==> src/rtl/instruction_sequencer.sv <==
// -----------------------------------------------------------------------------
// instruction_sequencer
//
// Purpose:
//   Sequences one instruction at a time through the stages FETCH, DECODE,
//   EXECUTE, an optional MEMORY stage and WRITEBACK. The inputs come from a
//   separate control_unit. The block stops cleanly at an instruction boundary
//   when a halt is requested. It enters a sticky FAULT state when a RAM access
//   waits for mem_ready for too long. Two free-running counters track retired
//   instructions and active (busy) cycles.
//
// Parameters:
//   WAIT_LIMIT          number of MEMORY cycles the block waits for mem_ready
//                       before it gives up and enters FAULT (1..255)
//
// Ports:
//   clock               system clock; every state update is on its rising edge
//   reset               asynchronous, active-high reset
//   run                 start/resume request; only looked at in IDLE and HALTED
//   halt_req            single-cycle halt request, taken at the next boundary
//   ctrl_ramconfig      RAM write enable from the control unit (store)
//   ctrl_regbankconfig  register-bank write enable from the control unit
//   ctrl_regsource      write-back source: 00 ALU, 01 LOAD, 10 PC
//   mem_ready           RAM access-complete strobe
//   ir_load             latch program memory output into the IR (FETCH)
//   pc_enable           program counter update strobe (WRITEBACK)
//   ram_wenable         gated RAM write enable (MEMORY, store)
//   ram_renable         RAM read strobe (MEMORY, load)
//   regbank_wenable     gated register-bank write enable (WRITEBACK)
//   state               current FSM state encoding (also the debug view)
//   busy                high in FETCH..WRITEBACK
//   instr_count         retired instruction count (wraps)
//   cycle_count         active cycle count (wraps)
// -----------------------------------------------------------------------------
module instruction_sequencer #(
  parameter int unsigned WAIT_LIMIT = 8
) (
  input  logic        clock,
  input  logic        reset,
  input  logic        run,
  input  logic        halt_req,
  input  logic        ctrl_ramconfig,
  input  logic        ctrl_regbankconfig,
  input  logic [1:0]  ctrl_regsource,
  input  logic        mem_ready,
  output logic        ir_load,
  output logic        pc_enable,
  output logic        ram_wenable,
  output logic        ram_renable,
  output logic        regbank_wenable,
  output logic [2:0]  state,
  output logic        busy,
  output logic [31:0] instr_count,
  output logic [31:0] cycle_count
);

  typedef enum logic [2:0] {
    S_IDLE      = 3'd0,
    S_FETCH     = 3'd1,
    S_DECODE    = 3'd2,
    S_EXECUTE   = 3'd3,
    S_MEMORY    = 3'd4,
    S_WRITEBACK = 3'd5,
    S_HALTED    = 3'd6,
    S_FAULT     = 3'd7
  } state_e;

  localparam logic [7:0] LIMIT = 8'(WAIT_LIMIT);
  localparam logic [1:0] SRC_LOAD = 2'b01;

  state_e      state_q, state_d;
  logic [7:0]  wait_q, wait_d;
  logic        halt_pend_q, halt_pend_d;
  logic        store_q, store_d;
  logic [31:0] instr_count_q, instr_count_d;
  logic [31:0] cycle_count_q, cycle_count_d;
  logic        active;

  assign active = (state_q == S_FETCH)   || (state_q == S_DECODE)  ||
                  (state_q == S_EXECUTE) || (state_q == S_MEMORY)  ||
                  (state_q == S_WRITEBACK);

  // ---------------------------------------------------------------------------
  // State register and counters
  // ---------------------------------------------------------------------------
  always_ff @(posedge clock or posedge reset) begin
    if (reset) begin
      state_q       <= S_IDLE;
      wait_q        <= 8'd0;
      halt_pend_q   <= 1'b0;
      store_q       <= 1'b0;
      instr_count_q <= 32'd0;
      cycle_count_q <= 32'd0;
    end else begin
      state_q     <= state_d;
      wait_q      <= wait_d;
      halt_pend_q <= halt_pend_d;
      store_q     <= store_d;
      // The counters are written only when they change. This lets an
      // externally preloaded value stay in place until the next real update.
      if (state_q == S_WRITEBACK) instr_count_q <= instr_count_d;
      if (active)                 cycle_count_q <= cycle_count_d;
    end
  end

  assign instr_count_d = instr_count_q + 32'd1;
  assign cycle_count_d = cycle_count_q + 32'd1;

  // ---------------------------------------------------------------------------
  // Next-state logic
  // ---------------------------------------------------------------------------
  always_comb begin
    state_d     = state_q;
    wait_d      = wait_q;
    halt_pend_d = halt_pend_q;
    store_d     = store_q;

    // A halt only counts while an instruction is in flight. It is held until
    // the instruction retires.
    if (halt_req && active) halt_pend_d = 1'b1;

    case (state_q)
      S_IDLE, S_HALTED: begin
        if (run) state_d = S_FETCH;
      end
      S_FETCH:   state_d = S_DECODE;
      S_DECODE:  state_d = S_EXECUTE;
      S_EXECUTE: begin
        if (ctrl_ramconfig || (ctrl_regsource == SRC_LOAD)) begin
          state_d = S_MEMORY;
          wait_d  = 8'd0;
          // When both a store and a load are indicated, the store wins.
          // The choice is captured here so the direction stays fixed for
          // the whole access.
          store_d = ctrl_ramconfig;
        end else begin
          state_d = S_WRITEBACK;
        end
      end
      S_MEMORY: begin
        // mem_ready is checked first. A ready strobe in the same cycle that
        // the limit is reached still completes the access.
        if (mem_ready) begin
          state_d = S_WRITEBACK;
        end else begin
          wait_d = wait_q + 8'd1;
          if (wait_d == LIMIT) state_d = S_FAULT;
        end
      end
      S_WRITEBACK: begin
        if (halt_pend_q || halt_req) begin
          state_d     = S_HALTED;
          halt_pend_d = 1'b0;
        end else begin
          state_d = S_FETCH;
        end
      end
      S_FAULT:  state_d = S_FAULT;
      default:  state_d = S_FAULT;
    endcase
  end

  // ---------------------------------------------------------------------------
  // Outputs. Most outputs decode only the state. The RAM direction comes from
  // the captured access type. regbank_wenable passes the control unit's
  // write enable through during WRITEBACK.
  // ---------------------------------------------------------------------------
  assign state           = state_q;
  assign busy            = active;
  assign ir_load         = (state_q == S_FETCH);
  assign pc_enable       = (state_q == S_WRITEBACK);
  assign ram_wenable     = (state_q == S_MEMORY) && store_q;
  assign ram_renable     = (state_q == S_MEMORY) && !store_q;
  assign regbank_wenable = (state_q == S_WRITEBACK) && ctrl_regbankconfig;
  assign instr_count     = instr_count_q;
  assign cycle_count     = cycle_count_q;

endmodule

==> config.mk <==
export PLATFORM = sky130hd
export DESIGN_NAME = instruction_sequencer
export DESIGN_NICKNAME = d
export VERILOG_FILES = /design/src/rtl/instruction_sequencer.sv
export SDC_FILE = /design/constraint.sdc
export NUM_CORES = 1
export LEC_CHECK = 0
export CAP_MARGIN = 20
export CORE_MARGIN = 5
export CORE_UTILIZATION = 45
export CTS_BUF_LIST = sky130_fd_sc_hd__clkbuf_8
export DETAILED_ROUTE_END_ITERATION = 10
export PLACE_DENSITY = 0.8
export SYNTH_ARGS = -nofsm -noshare
export SYNTH_HDL_FRONTEND = slang
export SYNTH_SLANG_ARGS = --single-unit
==> constraint.sdc <==
create_clock -name clock -period 3.02 [get_ports clock]
set_clock_uncertainty 0.2 [all_clocks]
set_input_delay 0.453 -clock clock [delete_from_list [all_inputs] [get_ports clock]]
set_output_delay 0.453 -clock clock [all_outputs]
set_load 0.02 [all_outputs]
==> reports/results.txt <==
Status - completed
Number of global-route vias before repair - 2749
Overall Global Routing Usage - 0.1612
Synth Register Bits - 77
Synth top area cells - dfrtp_1 53%, xnor2_1 12%, nand2_1 4.2%
CTS H-tree depth - 3
Worst slew pin tran - 0.5537 ns
Placer Congestion - 0.8035
ANT nets after route - 0
Worst endpoint data arrival time - 2.17 ns
CTS tree - built
Final Hold Viols - 0
Crit path cell chain - nand3b_1 -> inv_1 -> and2_1 -> clkdlybuf4s50_1
Antenna diodes - 0
Routed len/inst - 14.51 um
Setup total negative slack - 0 ns
DR vias - 2804
Final Cell Area - 4780 um^2
Mapped Cells - 340
Core footprint - 7807 um^2
Die Y - 99.98 um
Critical Path Fanout Max - 12
Share of cells above drive strength 1 - 0.06221
TritonCTS Buffers - 9
Post-synth EDFFs - 0
CTS Root Cell - clkbuf_8
First-pass GRT wire length - 13.12 mm
Die width - 99.98 um
Min Tclk post-route - 2.822 ns
Post-synth top cells - 77 x dfrtp_1, 49 x xnor2_1, 41 x nand2_1, 24 x nand3_1, 22 x nor2_1
Total grt overflow - 0
HP Class - in -> async
Clock Path Buffers - 2
Detail Placement HPWL - 5.784 mm
Via density - 5.231
Initial DRC count - 78
Worst reg2reg path depth - 5
CP top delay family - buffers and inverters
Routed wire length - 7.777 mm
Tcrit/Tclk final - 0.9344
Site Rows - 32
Syn avg cell area - 10.72 um^2
Post-synthesis sequential area ratio - 0.5288
Fin. max-slew vios - 0
Synth cell types - 35
Top cell type by total area after synthesis - dfrtp_1
Initial core utilization - 0.4667
I/O Buffers - 81
Slowest CP cell - clkdlybuf4s50_1
Synth warn - 0
FMAX - 354.4 MHz
CP Launch Type - flop
Worst Path Buf+Inv - 2
Num Clock Sinks - 77
Dominant synthesized flop cell - dfrtp_1
R2R Setup Slk - 0.80 ns
Pin count of the biggest net entering global routing - 31
Die area - 9996 um^2
Worst-Skew Late Latency - 0.34 ns
Post-cts hold buffer count - 0
DR DRC count - 0
Initial antenna violation count - 0
Endpoints failing setup - 0
Storage element area - 1928 um^2
Multi-input gate area - 1662 um^2
Critical Path RT - 2.37 ns
WS Path Type - reg -> out
Top cell type's share of synthesized area - 0.5288
Asr flop ratio synth - 1.000
Register clock-pin slew on the reported worst setup and hold paths - 0.08 ns
Static leakage - 2.059 nW
Crit end category - primary output
MaxCap Viol Count - 0
Top Ports - 82
FILL cells - 668
Maximum vdd drop - 0.4676 mV
Slew headroom - 0.6281
Syn nets - 353
WHS - 0.2497 ns
CP max stage delay - 0.61 ns
Netlist Area Pre-Place - 3643 um^2
Area Growth Syn to Fin - 31.18%
Count leader, synth - dfrtp_1
Number of cells on the critical path - 4
Drt pass-1 iters - 4
RSZ-0062 raised after global routing - false
Cell Area, Placed - 4588 um^2
Cell Pwr Density - 635.9 nW/um^2
Nets - 442
-- registers in the layout, summed over array words and instances, names as in the netlist --
name and cells:
instr_count 32, wait_q 8, state 3, cycle_count 32, halt_pend_q 1, store_q 1
-- routing by layer --
layer / track usage / share of wire / vias to the layer above
li1: - / - / 1361
met1: 0.2190 / 0.46 / 1365
met2: 0.2581 / 0.47 / 70
met3: 0.03266 / 0.051 / 8
met4: 0.05596 / 0.015 / 0
met5: 0 / 0 / -
-- through the flow --
| step | util | setup WS (ns) | std cells | total power [W] |
|---|---|---|---|---|
| after CTS | 0.6120 | 0.06632 | 536 | 0.003073 |
| final | 0.6122 | 0.1982 | 536 | 0.003039 |
| after detailed placement | 0.5877 | 0.4505 | 520 | 0.002308 |
| after global placement | 0.5877 | 0.5291 | 520 | 0.002282 |
| after global routing | 0.6122 | 0.08252 | 536 | 0.003231 |
| after floorplan | - | 0.4003 | 340 | 0.001918 |
-- worst reg2reg max path, stage by stage (launching register included) --
cell     delay (ns)
dfrtp_2        0.52
and2_4         0.23
nor4_4         0.55
and4_1         0.35
nand3_1        0.11
xnor2_1        0.14
-- placed cells by master, fill, tap and decap left out, drive strengths merged, types with 2 or more instances in the layout --
cell / n
nor2b: 2
nor4: 5
inv: 8
clkbuf: 9
clkinvlp: 2
and3: 13
dfrtp: 77
nand4: 15
nand2: 41
xnor2: 49
ha: 4
a21oi: 5
buf: 4
nand3: 24
a22o: 2
clkdlybuf4s50: 81
o21ai: 15
and4: 12
and2: 7
nor3: 5
a31oi: 3
nor2: 22
xor2: 15
nand2b: 3
-- power by group --
group,internal [W],switching [W]
clock,0.000378,0.000372
combinational,0.000445,0.000494
sequential,0.00115,0.000198
total,0.00197,0.00106
-- final timing paths --
path                                    to            start
max in group asynchronous        wait_q[5]            reset
min in group clock         cycle_count[31]  cycle_count[31]
setup / recovery           regbank_wenable         state[1]
hold / removal             cycle_count[17]            reset
hold reg to reg            cycle_count[31]  cycle_count[31]
setup reg to reg           cycle_count[18]         state[2]
-- area by class of cell --
| class | count | share of cell area |
|---|---|---|
| sequential | 77 | 0.4034 |
| tap | 102 | 0.02670 |
| timing repair buffer | 85 | 0.1785 |
| inverter | 5 | 0.003927 |
| clock buffer | 9 | 0.02592 |
| multi-input combinational | 251 | 0.3476 |
| clock inverter | 7 | 0.01387 |
-- timing repair --
item                                    in CTS  in global routing
setup buffers                                0                  0
endpoints found under the setup margin       0                  1
gates resized for setup                      0                  1
-- cells by family after synthesis --
family	share of synthesized area
buf+inv	0.01511
compound gates	0.04705
mux	0.009271
xor+xnor	0.1538
fa+ha+maj	0.01374
flops	0.5288
simple gates	0.2321
(Power assumes the default switching activity.)
==> variant 1, RTL diff (same settings) <==
Reset style: synchronous (`reset`), changed in one clocked block. Comments in the files are not updated.
--- a/src/rtl/instruction_sequencer.sv
+++ b/src/rtl/instruction_sequencer.sv
@@ -85,3 +85,3 @@
   // ---------------------------------------------------------------------------
-  always_ff @(posedge clock or posedge reset) begin
+  always_ff @(posedge clock) begin
     if (reset) begin
Behaviour: differs if reset is asserted again (counterexample within 4 cycles, from zero or initial values and one cycle with reset high); with reset held inactive, the same outputs for 10 cycles.
==> variant 1 against the original RTL <==
Utilization decreased by 1.2 points; routed wire length increased by 17%; area after synthesis increased by 1.3%; first-iteration DRC count increased to 3.2 times the old value; count of clock-buffer cells in the layout unchanged; sequential cell count unchanged; setup slack got worse by 0.11 ns; cell area increased by 1.7%; critical endpoint is now ram_renable.
Power is not compared: it rests on default switching activity, and its combinational part moved more than twofold at a synthesized area within 25%.
==> variant 1: results (changes against the original RTL) <==
status: "finished, final reports clean"
synth_cell_types: 47  # +34%
multi_input_gates: 338  # +35%
wl_met3_um: 391  # -2.3%
nNonClkInverters: 6  # +1
syn_nets: 451  # +28%
yosysSeqAreaShare_pct: 41.8  # -11 points
cp-startpoint: "state[2]"
grt_usage_pct: 18.2  # +2.1 points
crit_end: "ram_renable"
critPathArrivalTime_ns: 2.28  # +0.11 ns
critPathMaxFanout: 10  # -2
placed_cell_area_mm2: 0.00462  # +0.60%
grt_pass1_wl_um: 15100  # +15%
reg2reg_from: "state[1]"
met1Wirelength_um: 3990  # +12%
multi_input_area_mm2: 0.00204  # +23%
grt_max_degree: 44  # +42%
clkCellAreaFrac_pct: 5.02  # +1.0 points
relSlewSlack_pct: 37.5  # -25 points
worst_path_largest_cell_delay_ns: 0.71  # +0.10 ns
grt_util_met1_pct: 22.4  # +0.50 points
met3_usage_pct: 3.81  # +0.54 points
grt_use_met2_pct: 31.7  # +5.9 points
met2_length_um: 4580  # +25%
drt-initial-drc-count: 252  # +220%
ys_top_cells_by_count: "dfxtp_1, nor2_1, a21oi_1, nand2_1, xor2_1"
vias: 3477  # +24%
async_flop_share_pct: 0  # -100 points
variant 1: changes by cell type after synthesis, moves of 16 or more:
cell / unedited run / this run
or3_1: 0 / 16
dfrtp_1: 77 / 0
nor2_1: 22 / 71
xnor2_1: 49 / 14
a21oi_1: 5 / 31
dfxtp_1: 0 / 77
variant 1: kinds of logic (layout without fill, tap and decap cells):
| kind of cell | Yosys count | after routing | share of synthesized area, % |
|---|---|---|---|
| simple gates | 220 | 220 | 32.5 |
| flops | 77 | 77 | 41.8 |
| compound gates | 69 | 69 | 10.6 |
| xor+xnor | 43 | 43 | 10.2 |
| buf+inv | 23 | 113 | 2.95 |
| fa+ha+maj | 4 | 4 | 1.36 |
| mux | 2 | 2 | 0.576 |
variant 1: per-stage QoR:
stage	hold WS [ns]	util [%]	cells
2_1_floorplan	0.246	-	438
3_3_place_gp	0.258	57.0	617
3_5_place_dp	0.266	57.0	617
4_1_cts	0.277	60.0	633
5_1_grt	0.305	60.0	633
6_report	0.277	60.0	633
==> variant 2, RTL diff (same settings) <==
Without the edit above. Set the parameter `WAIT_LIMIT` to 7 (it was 8).
--- a/src/rtl/instruction_sequencer.sv
+++ b/src/rtl/instruction_sequencer.sv
@@ -35,3 +35,3 @@
 module instruction_sequencer #(
-  parameter int unsigned WAIT_LIMIT = 8
+  parameter int unsigned WAIT_LIMIT = 7
 ) (
Function: same outputs for any inputs over 10 cycles, from zero or initial values and one cycle with reset high; that may be too few to reach the edited logic, so the function may still have changed.
==> variant 2 against the original RTL <==
Global-route usage down 0.11 points; register-to-register slack got worse by 0.09 ns; area after synthesis increased by 2.5%; sequential cell count unchanged; cell area up 2.3%; power rose by 5.2%; setup slack improved by 0.040 ns; routed wire length fell by 0.55%; via count up 1.0%; largest cell class unchanged.
==> variant 2: results (changes against the original RTL) <==
r2r_end: "cycle_count[27]"
met1Wirelength_um: 3570  # -0.36%
worst_slew_pin_slew_ns: 0.620  # +0.0662 ns
drive_gt1_share_pct: 7.73  # +1.5 points
grt_pass1_wl_um: 13200  # +0.69%
routedWlPerCell_um: 14.2  # -2.2%
yosysSeqAreaShare_pct: 51.6  # -1.3 points
post-place-ws_ns: 0.603  # +0.152 ns
p_leak_nw: 2.12  # +2.7%
seqPwrFrac_pct: 43.7  # -0.7 points
fillCellCount: 684  # +2.4%
grt_util_met1_pct: 21.9  # +0.028 points
cp-startpoint: "state[2]"
synthAdderAreaFrac_pct: 1.34  # -0.034 points
finalNetCount: 448  # +1.4%
swShare_pct: 34.8  # -0.17 points
reg2reg_from: "state[1]"
fin_hold_ws_ns: 0.280  # +0.0301 ns
syn_area_per_cell_um2: 10.7  # +0.15%
setup_ws_ns: 0.238  # +0.0400 ns
drt-initial-drc-count: 65  # -17%
placed_cell_area_mm2: 0.00467  # +1.9%
r2r_slack_ns: 0.71  # -0.09 ns
hp-class: "flip-flop to flip-flop"
vias: 2833  # +1.0%
muxShareOfSynthArea_pct: 0.871  # -0.056 points
status: "finished, final reports clean"
gp_congestion: 0.856  # +6.5%
synth_cell_types: 49  # +40%
grt_usage_pct: 16.0  # -0.11 points
internal_power_mw: 2.08  # +5.4%
-- variant 2: changes by cell type in the layout (fill, tap and decap cells not counted), sizes merged, moves of 3 or more --
| cell | before | now |
|---|---|---|
| nor2 | 22 | 26 |
| and3 | 13 | 8 |
| o31ai | 0 | 4 |
| and4 | 12 | 4 |
| inv | 8 | 11 |
| nand4 | 15 | 18 |
| nand2 | 41 | 34 |
-- variant 2: final cells by class --
class | instances | area (um2) | share of cell area, %
flip-flops and latches | 77 | 1930 | 39.4
multi-input cells | 254 | 1730 | 35.4
repair buffers | 85 | 853 | 17.5
well taps | 105 | 131 | 2.69
clock buffers | 9 | 124 | 2.53
clock inverters | 7 | 91.3 | 1.87
inverters | 8 | 30.0 | 0.614
-- variant 2: critical path, cell delays in order, from the launching register on --
cell and delay (ns):
dfrtp_1 0.62, inv_2 0.15, nor3b_2 0.25, and2_1 0.16, clkdlybuf4s50_1 0.60
